$ cat config.mk
export PLATFORM = sky130hd
export DESIGN_NAME = gen_demux_flat
export DESIGN_NICKNAME = d
export VERILOG_FILES = /design/src/rtl/gen_demux_if.sv /design/src/rtl/gen_demux.sv /design/src/flat_wrapper.sv
export SDC_FILE = /design/constraint.sdc
export NUM_CORES = 1
export LEC_CHECK = 0
export ABC_AREA = 1
export CAP_MARGIN = 5
export CORE_AREA = 2 2 39 41
export CTS_CLUSTER_DIAMETER = 30
export DETAILED_ROUTE_END_ITERATION = 12
export DIE_AREA = 0 0 41 43
export SETUP_SLACK_MARGIN = 0.3
export SLEW_MARGIN = 20
export SYNTH_ARGS = -nofsm -noshare
export SYNTH_HDL_FRONTEND = slang
export SYNTH_SLANG_ARGS = --single-unit
$ cat constraint.sdc
create_clock -name clk -period 1.4 [get_ports clk]
set_input_delay 0.42 -clock clk [delete_from_list [all_inputs] [get_ports clk]]
set_output_delay 0.42 -clock clk [all_outputs]
set_load 0.02 [all_outputs]
$ cat src/rtl/gen_demux_if.sv
`default_nettype none
// ============================================================================
//  Module      : gen_demux_if
//  Description : Bundle for the gen_demux stream demultiplexer. It carries one
//                valid/ready input stream (with lane select) and OUTPUTS_NUM
//                valid/ready output lanes, plus the dropped-beat error pulse.
//                  in_data/in_valid/in_sel : upstream beat and destination
//                  in_ready                : demux accepts the beat this cycle
//                  out_data/out_valid      : per-lane beat held for consumers
//                  out_ready               : per-lane consumer ready
//                  err_sel                 : one-cycle pulse, bad select dropped
//                Modport slave is the demux side, master the environment side.
//  Revision    : 1.0 - initial release
// ============================================================================
interface gen_demux_if #(
    parameter int DATA_WIDTH  = 1,
    parameter int OUTPUTS_NUM = 3
);
    localparam int SELECT_WIDTH = $clog2(OUTPUTS_NUM);

    logic [DATA_WIDTH-1:0]   in_data;
    logic                    in_valid;
    logic [SELECT_WIDTH-1:0] in_sel;
    logic                    in_ready;
    logic [DATA_WIDTH-1:0]   out_data [0:OUTPUTS_NUM-1];
    logic [OUTPUTS_NUM-1:0]  out_valid;
    logic [OUTPUTS_NUM-1:0]  out_ready;
    logic                    err_sel;

    modport slave (
        input  in_data,
        input  in_valid,
        input  in_sel,
        output in_ready,
        output out_data,
        output out_valid,
        input  out_ready,
        output err_sel
    );

    modport master (
        output in_data,
        output in_valid,
        output in_sel,
        input  in_ready,
        input  out_data,
        input  out_valid,
        output out_ready,
        input  err_sel
    );
endinterface
`default_nettype wire

$ cat src/rtl/gen_demux.sv
`default_nettype none
// ============================================================================
//  Module      : gen_demux
//  Description : Stream demultiplexer. Each accepted input beat is steered to
//                one of OUTPUTS_NUM lanes, each lane holding one beat in a
//                register until its consumer takes it. A lane that is drained
//                and reloaded in the same cycle stays valid (no bubble).
//  Ports       : clk        - clock, rising edge
//                rst        - synchronous active-high reset
//                bus        - gen_demux_if.slave: input stream with select,
//                             per-lane outputs, err_sel pulse
//  Config      : GEN_DEMUX_RR_EN - when defined, in_sel is ignored and beats
//                are dealt to lanes in strict round-robin order from an
//                internal pointer; err_sel is tied low.
//  Revision    : 1.0 - initial release
// ============================================================================
module gen_demux #(
    parameter int DATA_WIDTH  = 1,
    parameter int OUTPUTS_NUM = 3
) (
    input  wire logic  clk,
    input  wire logic  rst,
    gen_demux_if.slave bus
);
    localparam int SELECT_WIDTH = $clog2(OUTPUTS_NUM);

    logic [SELECT_WIDTH-1:0] w_dest;
    logic [OUTPUTS_NUM-1:0]  w_hit;
    logic [OUTPUTS_NUM-1:0]  w_lane_free;
    logic                    w_in_range;
    logic                    w_dest_free;
    logic                    w_ready;
    logic                    w_accept;

    logic [OUTPUTS_NUM-1:0]  r_valid;
    logic [DATA_WIDTH-1:0]   r_data [0:OUTPUTS_NUM-1];

`ifdef GEN_DEMUX_RR_EN
    // Round-robin: destination comes from the pointer; the select input is
    // deliberately left unconnected to any logic.
    logic [SELECT_WIDTH-1:0] r_rr_ptr;
    logic [SELECT_WIDTH-1:0] w_unused_sel;

    assign w_unused_sel = bus.in_sel;
    assign w_dest       = r_rr_ptr;

    // Strict order: the pointer only moves on an accept, so a busy lane
    // stalls the stream rather than being skipped.
    always_ff @(posedge clk) begin
        if (rst) begin
            r_rr_ptr <= '0;
        end else if (w_accept) begin
            if (r_rr_ptr == SELECT_WIDTH'(OUTPUTS_NUM - 1)) begin
                r_rr_ptr <= '0;
            end else begin
                r_rr_ptr <= r_rr_ptr + 1'b1;
            end
        end
    end

    assign bus.err_sel = 1'b0;
`else
    logic r_err_sel;

    assign w_dest = bus.in_sel;

    // Pulses only for the cycle after each dropped out-of-range beat.
    always_ff @(posedge clk) begin
        if (rst) begin
            r_err_sel <= 1'b0;
        end else begin
            r_err_sel <= w_accept & ~w_in_range;
        end
    end

    assign bus.err_sel = r_err_sel;
`endif

    // One-hot decode of the destination. An out-of-range select matches no
    // lane, which is how the drop path is detected without a magnitude compare.
    for (genvar g = 0; g < OUTPUTS_NUM; g++) begin : g_lane
        assign w_hit[g]        = (w_dest == SELECT_WIDTH'(g));
        assign w_lane_free[g]  = ~r_valid[g] | bus.out_ready[g];
        assign bus.out_data[g] = r_data[g];
    end

    assign w_in_range  = |w_hit;
    assign w_dest_free = |(w_hit & w_lane_free);

    // in_valid deliberately does not feed in_ready. Out-of-range beats are
    // always taken so a bad select cannot wedge the stream.
    assign w_ready  = ~rst & (w_in_range ? w_dest_free : 1'b1);
    assign w_accept = bus.in_valid & w_ready;

    // Load has priority over drain so a same-cycle drain+load keeps the lane
    // valid with the new beat. Data is not cleared on drain.
    always_ff @(posedge clk) begin
        if (rst) begin
            r_valid <= '0;
            for (int k = 0; k < OUTPUTS_NUM; k++) begin
                r_data[k] <= '0;
            end
        end else begin
            for (int k = 0; k < OUTPUTS_NUM; k++) begin
                if (w_accept && w_hit[k]) begin
                    r_valid[k] <= 1'b1;
                    r_data[k]  <= bus.in_data;
                end else if (bus.out_ready[k]) begin
                    r_valid[k] <= 1'b0;
                end
            end
        end
    end

    assign bus.in_ready  = w_ready;
    assign bus.out_valid = r_valid;
endmodule
`default_nettype wire

$ cat src/flat_wrapper.sv
// flat-port wrapper written by rule: the top's interface ports become plain ports
module gen_demux_flat 
#(
    parameter int DATA_WIDTH  = 1,
    parameter int OUTPUTS_NUM = 3
)
  (clk, rst, bus_in_data, bus_in_valid, bus_in_sel, bus_in_ready, bus_out_data, bus_out_valid, bus_out_ready, bus_err_sel);
  gen_demux_if #(.DATA_WIDTH(DATA_WIDTH), .OUTPUTS_NUM(OUTPUTS_NUM)) bus_i ();
  input  wire logic clk;
  input  wire logic rst;
  input wire logic [$bits(bus_i.in_data)-1:0] bus_in_data;
  input wire logic [$bits(bus_i.in_valid)-1:0] bus_in_valid;
  input wire logic [$bits(bus_i.in_sel)-1:0] bus_in_sel;
  output wire logic [$bits(bus_i.in_ready)-1:0] bus_in_ready;
  output wire logic [$bits(bus_i.out_data)-1:0] bus_out_data;
  output wire logic [$bits(bus_i.out_valid)-1:0] bus_out_valid;
  input wire logic [$bits(bus_i.out_ready)-1:0] bus_out_ready;
  output wire logic [$bits(bus_i.err_sel)-1:0] bus_err_sel;
  assign bus_i.in_data = bus_in_data;
  assign bus_i.in_valid = bus_in_valid;
  assign bus_i.in_sel = bus_in_sel;
  assign bus_in_ready = bus_i.in_ready;
  assign bus_out_data = {>>{bus_i.out_data}};
  assign bus_out_valid = bus_i.out_valid;
  assign bus_i.out_ready = bus_out_ready;
  assign bus_err_sel = bus_i.err_sel;
  gen_demux #(.DATA_WIDTH(DATA_WIDTH), .OUTPUTS_NUM(OUTPUTS_NUM)) u_core (.clk(clk), .rst(rst), .bus(bus_i));
endmodule
---- Word level (Yosys, flattened, before mapping) ----
Memories as Yosys holds them, arrays and structs flattened.
Cells that the tools add are included.
operators by class
  add/subtract/negate cells ............... 0
  multipliers ............................. 0
  div/mod/pow operators ................... 0
  magnitude comparators ................... 0
  eq/ne operators ......................... 2
  shift operators ......................... 0
  muxes and demuxes ....................... 21
  bitwise gates (word level) .............. 15
  reductions and logical operators ........ 9
operators by type and width
  cell                                                 count
  two-way mux 1 bit                                    21
  bitwise OR 1 bit                                     6
  nonzero test 2 bit                                   3
  OR reduction 3 bit                                   2
  inverter 1 bit                                       5
  AND 1 bit                                            3
  AND 3 bit                                            1
  logical AND 1 bit                                    3
  equality test 2 x 1 -> 1 bit, second input constant  1
  equality test 2 bit, second input constant           1
  zero test 2 bit                                      1
word-level totals
  flip-flop bits (word level) ............. 4
  latch bits .............................. 0
  bits in writable memories ............... 3
  ROM bits ................................ 0
  output and inout port bits .............. 8
  logic and storage cells ................. 52
  memories kept ........................... 1
memories
  memory         depth  width  read ports  clocked after Yosys merged registers in  write ports  RTL line         text
  u_core.r_data  3      1      3           0                                        3            gen_demux.sv:36  logic [DATA_WIDTH-1:0] r_data [0:OUTPUTS_NUM-1];

---- Longest topological paths before layout ----
  word-level depth ........................ 12
  gate-level depth with buffers ........... 6

---- Worst setup path before layout ----
No wires, ideal clock.
  path kind ............................... input to output
  start ................................... input bus_in_sel[1]
  end ..................................... output bus_in_ready
  data arrival time ....................... 0.900 ns
  required time ........................... 0.980 ns
  path slack .............................. 0.080 ns
  stages .................................. 3
  buffers on the path ..................... 0
  path through ............................ nor2_1 > o21ai_2 > a31oi_4
on the way
  word-level cells in the longest chain between the ends .. 5
  elaborated cells on any way between the ends .. 8
ends and longest elaborated chain
  element                                                     RTL line            text
  start, declared                                             flat_wrapper.sv:13  input wire logic [$bits(bus_i.in_sel)-1:0] bus_in_sel;
  equality test 2 x 1 -> 1 bit, or another cell as far along  gen_demux.sv:82     assign w_hit[g] = (w_dest == SELECT_WIDTH'(g));
  AND 3 bit                                                   gen_demux.sv:88     assign w_dest_free = |(w_hit & w_lane_free);
  OR reduction 3 bit                                          gen_demux.sv:88
  two-way mux 1 bit *                                         gen_demux.sv:92     assign w_ready = ~rst & (w_in_range ? w_dest_free : 1'b1);
  AND 1 bit *                                                 gen_demux.sv:92
  end, declared                                               flat_wrapper.sv:14  output wire logic [$bits(bus_i.in_ready)-1:0] bus_in_ready;
Mark *: on every way between the ends. The rest lies on a longest branch, timed or not.

---- Worst setup path in the final report ----
  start ................................... input bus_in_sel[0]
  end ..................................... output bus_in_ready
Same word-level chain as after synthesis.

==> results.toml <==
[run_status]
status = "finished with violations"
violations = "negative setup slack"

[route]
drtIter0Drc = 3
vias = 422
routedWlPerCell_um = 10.76
routed_wl_mm = 1.044
firstDrtPassIters = 2
ant_nets = 0
remaining_drc_errors = 0
via_per_inst = 4.351

[sta]
min_period_over_period = 1.084
grt_setup_unrepaired = "yes"
setup_slack_ps = -117.9
finalClockSkew_ps = 4.190
drv_slew = 0
slew_headroom = 0.8766
post-route-min-period_ps = 1518
finalHoldViolCount = 0
setup_viol = 1
fmax_mhz = 658.8
worst_pin_slew_ps = 185.1

[clock_network]
cts_htree_levels = 1
root_buffer = "clkbuf_4"
clk_pin_slew_ps = 50
numCtsBuffers = 3
cts.sinks = 7
cts_tree = "built"
insertion_delay_ps = 250
cts_buffer_depth = 2

[yosys]
yosys_warnings = 0
synthCells = 40
avgSynthCellArea_um2 = 8.508
synth_cell_types = 13
syn_nets = 49
synth_area_um2 = 340.3
synth_edf_count = 3
ys_seq_area_frac = 0.5000
async_reset_ff_frac = 0
ys_seq_elements = 7
synth_flop_cell = "dfxtp_1"

[worst_hold_path]
holdCritStartpoint = "bus_out_ready[1]"
hold_end = "u_core.bus.out_valid[1]"
worstHoldPathCells = 4
hold_class = "input pin to flop"

[setup_path]
crit_fanout = 2
cp-start-kind = "input pin"
arrival_ps = 1100
cp_cell_sequence = "buf_6 > buf_6 > nor2_4 > o21ai_4 > a31oi_4 > buf_6"
cp-end-kind = "output port"
worst_path_most_repeated_cell = "buf_6"
crit_type = "input pin to output port"
timing.rr.end = "u_core.r_data[0][0]"
crit_slowest_cell = "a31oi_4"
max_stage_delay_ps = 150
worstPathRequired_ps = 980
ff2ff_setup_slack_ps = 100
worstReg2RegStart = "u_core.bus.out_valid[0]"
reg2reg_depth = 7

[floorplan]
core-area_mm2 = 0.001384
io_pins = 17
die_h_um = 43
start_util = 0.2459
dieWidth_um = 41
die_area_mm2 = 0.001763
num_rows = 14

[power]
total_leakage_power_nw = 0.3731
powerDensity_mw_per_mm2 = 704.9
ir_drop_mv = 0.2180

[placed_design]
place_congestion = 0.7471
dp.final_hpwl_um = 723.5
port_buffers = 16
dpl_worst_slack_ps = -971.5

[global_routing]
track_usage = 0.1331
antenna_found_initial = 0
overflow = 0
grt_pass1_vias = 408
grt_max_degree = 6
grt_pass1_wl_mm = 1.511

[finish]
area_growth_pct = 136.4
final_core_util = 0.5814
layout_common_cells = "17 x buf_4, 13 x buf_6, 7 x nand2_1, 4 x nand2_4, 4 x dfxtp_2"
register_area_um2 = 175.2
antenna-diode-count = 0
drive_gt1_frac = 0.7160
multi_input_area_um2 = 220.2
final_nets = 91
nFillCells = 131
final_common_cell = "buf_4"

[run]
maxCapViolCount = 0
worst max-delay path by stage:
| stage | startpoint | to | slack (ps) |
|---|---|---|---|
| 6_report | bus_in_sel[0] | bus_in_ready | -120 |
| 5_1_grt | bus_in_sel[0] | bus_in_ready | -150 |
| 4_1_cts | bus_in_sel[0] | bus_in_ready | -160 |
| 3_5_place_dp | bus_in_sel[0] | bus_in_ready | -970 |
| 3_3_place_gp | bus_in_sel[0] | bus_in_ready | -950 |
| 2_1_floorplan | bus_in_sel[1] | bus_in_ready | 170 |
state kept, by name, indices dropped and copies added (netlist names):
| name | count |
|---|---|
| u_core.bus.err_sel | 1 |
| u_core.bus.out_valid | 3 |
| u_core.r_data | 3 |
layer usage:
layer,wire length (um),track usage,share of wire
met1,340,0.1205,0.33
met2,665,0.2313,0.64
met3,37,0.01571,0.035
met4,0,0.1200,0
met5,0,0,0
cell type report:
type	count	area share
clock buffers	4	0.03266
inverters	7	0.03888
multi-input cells	26	0.2737
flip-flops and latches	7	0.2177
well taps	16	0.02488
repair buffers	37	0.4121
kinds of logic after synthesis:
logic type / count (synthesis) / share of synthesized area
AO/OA/AOI/OAI: 5 / 0.1323
flip-flops: 7 / 0.5000
buffers and inverters: 7 / 0.07722
AND/OR/NAND/NOR: 21 / 0.2905
synthesized netlist by cell type (3+ instances only):
cell,n,area (um^2)
nand4_1,3,18.77
inv_1,7,26.28
dfxtp_1,4,80.08
edfxtp_1,3,90.09
nor2_1,4,15.01
a21oi_1,3,15.01
nand2_1,10,37.54
power breakdown:
group / total, mW / internal, mW / switching [mW]
combinational: 0.158 / 0.0871 / 0.0712
clock: 0.183 / 0.109 / 0.0744
sequential: 0.226 / 0.221 / 0.00423
total: 0.567 / 0.417 / 0.150
through the flow:
step	TNS [ps]	cell area, um^2	hold slack, ps	total power [mW]	std cells
2_1_floorplan	0	375.4	481.7	0.2737	40
3_3_place_gp	-4858	660.6	515.8	0.3519	86
3_5_place_dp	-5225	660.6	536.3	0.3540	86
4_1_cts	-163.0	749.5	484.8	0.5526	94
5_1_grt	-153.8	804.5	493.5	0.5918	97
6_report	-117.9	804.5	486.4	0.5671	97
worst max-delay path: cells and delay by family:
family	cells	cell delay, ps
AO/OA/AOI/OAI	2	230
buffers and inverters	3	340
AND/OR/NAND/NOR	1	110
repair_timing:
item / in CTS / in global routing
hold buffers: 0 / 0
pin swaps: 6 / 3
buffers inserted: 4 / 3
endpoints found under the hold margin: 0 / 0
gates resized for setup: 76 / 9
endpoints found under the setup margin: 18 / 18
Note: power is estimated with default switching activity, not from simulation.
==> patch 1: new RTL, same flow settings <==
`OUTPUTS_NUM` is set to 3 in 3 places; all go to 2.
--- a/src/rtl/gen_demux_if.sv
+++ b/src/rtl/gen_demux_if.sv
@@ -14,7 +14,7 @@
 // ============================================================================
 interface gen_demux_if #(
     parameter int DATA_WIDTH  = 1,
-    parameter int OUTPUTS_NUM = 3
+    parameter int OUTPUTS_NUM = 2
 );
     localparam int SELECT_WIDTH = $clog2(OUTPUTS_NUM);
 
--- a/src/rtl/gen_demux.sv
+++ b/src/rtl/gen_demux.sv
@@ -16,7 +16,7 @@
 // ============================================================================
 module gen_demux #(
     parameter int DATA_WIDTH  = 1,
-    parameter int OUTPUTS_NUM = 3
+    parameter int OUTPUTS_NUM = 2
 ) (
     input  wire logic  clk,
     input  wire logic  rst,
--- a/src/flat_wrapper.sv
+++ b/src/flat_wrapper.sv
@@ -2,7 +2,7 @@
 module gen_demux_flat 
 #(
     parameter int DATA_WIDTH  = 1,
-    parameter int OUTPUTS_NUM = 3
+    parameter int OUTPUTS_NUM = 2
 )
   (clk, rst, bus_in_data, bus_in_valid, bus_in_sel, bus_in_ready, bus_out_data, bus_out_valid, bus_out_ready, bus_err_sel);
   gen_demux_if #(.DATA_WIDTH(DATA_WIDTH), .OUTPUTS_NUM(OUTPUTS_NUM)) bus_i ();
Ports: changed (resized bus_in_sel, bus_out_data, bus_out_ready and bus_out_valid); port bits go from 17 to 13. No check against the original RTL was run, so the function may have changed too.
==> patch 1 against the unedited design <==
  * The flow still finishes with violations (setup timing)
  * Largest cell class unchanged
  * Sequential cell count decreased by 3
  * Synthesized cell count decreased by 38%
  * Power decreased by 31%
  * Final area decreased by 39%
  * Worst setup slack improved by 87 ps
  * Die area unchanged
  * Wire length decreased by 44%
  * First-iteration DRC count decreased by 100%
  * Critical endpoint unchanged
  * Non-clock buffer count decreased by 14
  * Synthesized area decreased by 40%
==> patch 1: results (changes against the unedited design) <==
| Metric | Value |
|---|---|
| Global-route wire length before repair | 924 um (-39%) |
| Largest net degree at the start of global routing | 4 (-2) |
| Setup TNS | -31.1 ps (+86.7 ps) |
| Number of placed instances, taps included | 59 (-31%) |
| Cell area after placement | 425 um2 (-36%) |
| Fin Hold WS | 491 ps (+4.72 ps) |
| Endpoints failing setup | 1 (unchanged) |
| Netlist cell types | 15 (+2) |
| Clock Skew | 1.76 ps (-2.43 ps) |
| Vias per cell | 3.85 (-11%) |
| Power Sequential | 133 uW (-41%) |
| Share of cells above drive strength 1 | 0.725 (+0.00944) |
| Post-Syn Nets | 32 (-35%) |
| Mapped Avg Cell Area | 8.21 um2 (-3.5%) |
| DRT iter0 DRCs | 0 (-3) |
| HP Start | rst |
| Failing checks | setup timing |
| Top post-synthesis cells by area | edfxtp_1 29%, dfxtp_1 20%, inv_1 7.3% |
| IO Port Bufs | 11 (-5) |
| GRT Util Overall | 0.0873 (-0.0457) |
| Top power consumer group | clock |
| Synth cell count leaders | 4 x inv_1, 4 x nor2_1, 3 x nand2_1 |
| Clock Power Share | 0.420 (+0.097) |
| EDFF count, synth | 2 (-1) |
| Gp weighted congestion | 0.751 (+0.51%) |
| Reg-to-Reg End | u_core.r_data[0][1] |
| Hold Crit Depth | 3 (-1) |
| Status | finished, violations left |
| Final critical-path setup slack | -31.1 ps (+86.7 ps) |
| WL per Instance | 8.79 um (-18%) |
| Dpl hpwl | 413 um (-43%) |
patch 1: cell count changes after synthesis, sizes merged, moves of 2 or more:
cell	change
a21oi	-2
dfxtp	-2
inv	-2
nand2	-7
patch 1: area by class of cell:
| class | count | area (um2) |
|---|---|---|
| Fill cell | 145 | 895 |
| Timing Repair Buffer | 23 | 193 |
| Multi-Input combinational cell | 15 | 121 |
| Sequential cell | 4 | 105 |
| Clock buffer | 4 | 26.3 |
| Inverter | 5 | 23.8 |
| Tap cell | 16 | 20.0 |
patch 1: routing by layer:
layer / vias to the layer above / wire length [um]
met3: 3 / 38
met2: 11 / 336
met1: 113 / 188
met5: - / 0
li1: 131 / -
met4: 0 / 25
patch 1: what timing repair did:
item                       in CTS  in global routing
setup endpoints to repair      11                 11
resized for setup              46                  5
setup buffers                   4                  0
hold buffers                    0                  0
pin swaps                       6                  6
patch 1: cells by family (layout without fill, tap and decap cells):
group,count (synthesis),after routing
DFF,4,4
AOI/OAI and AO/OA,3,3
other,1,1
and+or+nand+nor,11,11
buffers and inverters,6,32
patch 1: worst min-delay path, stage by stage:
cell and delay [ps]:
clkbuf_2 110, buf_4 130, a21oi_1 30
patch 1: worst max path at each step:
stage	start	end	slack, ps	cells past startpoint
final	u_core.bus.out_valid[0]	bus_in_ready	-30	6
after CTS	u_core.bus.out_valid[0]	bus_in_ready	-40	6
after floorplan	bus_out_ready[0]	bus_in_ready	250	4
after global placement	bus_in_sel	bus_in_ready	-870	6
after global routing	u_core.bus.out_valid[0]	bus_in_ready	-90	6
after detailed placement	bus_in_sel	bus_in_ready	-880	6
==> patch 2: new RTL, config.mk and constraints unchanged <==
Without the edit above. Add a define of `GEN_DEMUX_RR_EN`.
--- a/src/rtl/gen_demux.sv
+++ b/src/rtl/gen_demux.sv
@@ -14,6 +14,8 @@
 //                internal pointer; err_sel is tied low.
 //  Revision    : 1.0 - initial release
 // ============================================================================
+`define GEN_DEMUX_RR_EN
+
 module gen_demux #(
     parameter int DATA_WIDTH  = 1,
     parameter int OUTPUTS_NUM = 3
Check against the original RTL: not equivalent (a bounded check fails within 4 cycles, from zero or initial values and one cycle with rst high).
==> patch 2 against the unedited design <==
  * The run still ends with setup timing left
  * Final area down 5.6%
  * Synthesized area up 13%
  * Core utilization down 3.3 points
  * Sequential cell count up 1
  * Die area unchanged
  * Wire length down 6.7%
  * Power up 13%
  * Global-route usage up 0.074 points
  * Worst setup slack worse by 46 ps
  * Largest cell class is now multi-input combinational cells
==> patch 2: results (changes against the unedited design) <==
| Metric | Value |
|---|---|
| Status | finished, violations left |
| Failing checks | setup timing |
| CP delay by family, top | flip-flops |
| EDFF count, synth | 3 (unchanged) |
| CP max-delay cell | dfxtp_4 |
| Clock-pin transition on the worst setup and hold timing paths | 50 ps (about the same) |
| Final WL | 974 um (-6.7%) |
| Synth cell count leaders | 8 x nand2_1, 6 x inv_1, 5 x a21oi_1, 5 x dfxtp_1 |
| Leading area contributor after synthesis | dfxtp_1 |
| # H-tree levels | 1 (unchanged) |
| M2 GR Usage | 0.209 (-0.0219) |
| R2R Setup Slk | -10 ps (-110 ps) |
| CTS buffer count | 3 (unchanged) |
| IO Port Bufs | 13 (-3) |
| GRT Util Overall | 0.134 (+0.000738) |
| Post-Syn Nets | 54 (+10%) |
| Worst Hold Class | in -> reg |
| DRT iter0 DRCs | 5 (+2) |
| Peak supply drop | 0.626 mV (+190%) |
| Async set-reset flop share out of synthesis | 0 (unchanged) |
| Global-route wire length before repair | 1550 um (+2.3%) |
| Final critical-path setup slack | -164 ps (-46.1 ps) |
| Root buffer cell | clkbuf_4 |
| DR vias | 418 (-0.95%) |
| Synth Warn # | 0 (unchanged) |
| # diodes | 0 (unchanged) |
| Clk Latency, worst-skew pair | 260 ps |
| Top post-synthesis cells by area | dfxtp_1 26%, edfxtp_1 24%, nand2_1 7.8% |
| Fill count | 125 (-4.6%) |
| GR Layer Usage met1 | 0.146 (+0.0251) |
| Clock Skew | 11.8 ps (+7.59 ps) |
| Nets@finish | 83 (-8.8%) |
| Netlist cell types | 19 (+6) |
| Clock Path Buffers | 2 (unchanged) |
| Pleak | 0.000305 uW (-18%) |
| Share of cells above drive strength 1 | 0.671 (-0.0448) |
| Post-placement worst setup slack | -971 ps (+0.902 ps) |
| CP max stage delay | 380 ps (+230 ps) |
| Endpoints failing setup | 3 (+2) |
| First-pass detailed-route iteration total | 4 (+2) |
| Met3 GRT Util | 0.0785 (+0.0628) |
| Vias in the first global route | 386 (-5.4%) |
| CP arrival | 1140 ps (+40 ps) |
| Largest net degree at the start of global routing | 8 (+2) |
| Sequential fraction of the synthesis area | 0.497 (-0.00327) |
| CP Max Fanout | 4 (+2) |
| Gp weighted congestion | 0.856 (+15%) |
| Antenna violations before repair | 0 (unchanged) |
## patch 2: changes by cell type in the layout (fill, tap and decap cells not counted), sizes merged, moves of 2 or more
cell / before / now
a21oi: 3 / 5
buf: 32 / 19
nand2: 11 / 9
clkdlybuf4s15: 2 / 0
## patch 2: power breakdown
| part | internal (uW) | switching, uW |
|---|---|---|
| Combinational | 92.9 | 90.0 |
| Sequential | 255 | 12.2 |
| Clock | 109 | 80.3 |
## patch 2: stage by stage
stage	TNS (ps)	area, um2	std cells	hold slack (ps)	utilization
2_1_floorplan	0	432	45	462	-
3_3_place_gp	-5000	634	81	482	0.458
3_5_place_dp	-5060	634	81	483	0.458
4_1_cts	-182	711	87	498	0.514
5_1_grt	-734	759	89	534	0.549
6_report	-182	759	89	498	0.549
## patch 2: area by class of cell
class | count | share of cell area
inverter | 7 | 0.0478
timing repair buffer | 25 | 0.305
sequential | 8 | 0.265
tap | 16 | 0.0264
multi-input combinational | 29 | 0.321
clock buffer | 4 | 0.0346
## patch 2: path summary, 6_finish.rpt
kind,startpoint,end,cells past startpoint
worst min register to register,u_core.bus.out_valid[1],u_core.bus.out_valid[1],2
worst max register to register,u_core.r_rr_ptr[0],u_core.r_data[0][2],8
worst max-delay path,u_core.r_rr_ptr[0],bus_in_ready,5
worst min-delay path,bus_out_ready[2],u_core.bus.out_valid[2],4
## patch 2: layer usage
layer | wire (um) | vias up
li1 | - | 206
met1 | 355 | 197
met4 | 5 | 0
met2 | 542 | 13
met3 | 71 | 2
met5 | 0 | -
## patch 2: cells by family (layout without fill, tap and decap cells)
family / count (synthesis) / count (layout) / synth area share
other: 1 / 1 / 0.00979
AO/OA/AOI/OAI: 8 / 8 / 0.127
AND/OR/NAND/NOR: 20 / 20 / 0.278
flip-flops: 8 / 8 / 0.497
buffers and inverters: 8 / 36 / 0.0882
## patch 2: worst register-to-register path: stages, from the launching register on
cell     delay, ps
dfxtp_4        380
inv_4           60
nor2_4          90
nand2_2         90
buf_6          130
buf_6          110
nand3_4         70
nand4_1        130
nand2_1        100
## patch 2: what timing repair did
action,4_1_cts,5_1_grt
resized for setup,54,10
setup buffers,2,2
setup endpoints to repair,18,18
pin swaps,5,4
hold endpoints to repair,0,0
gates cloned,0,0
hold buffers,0,0
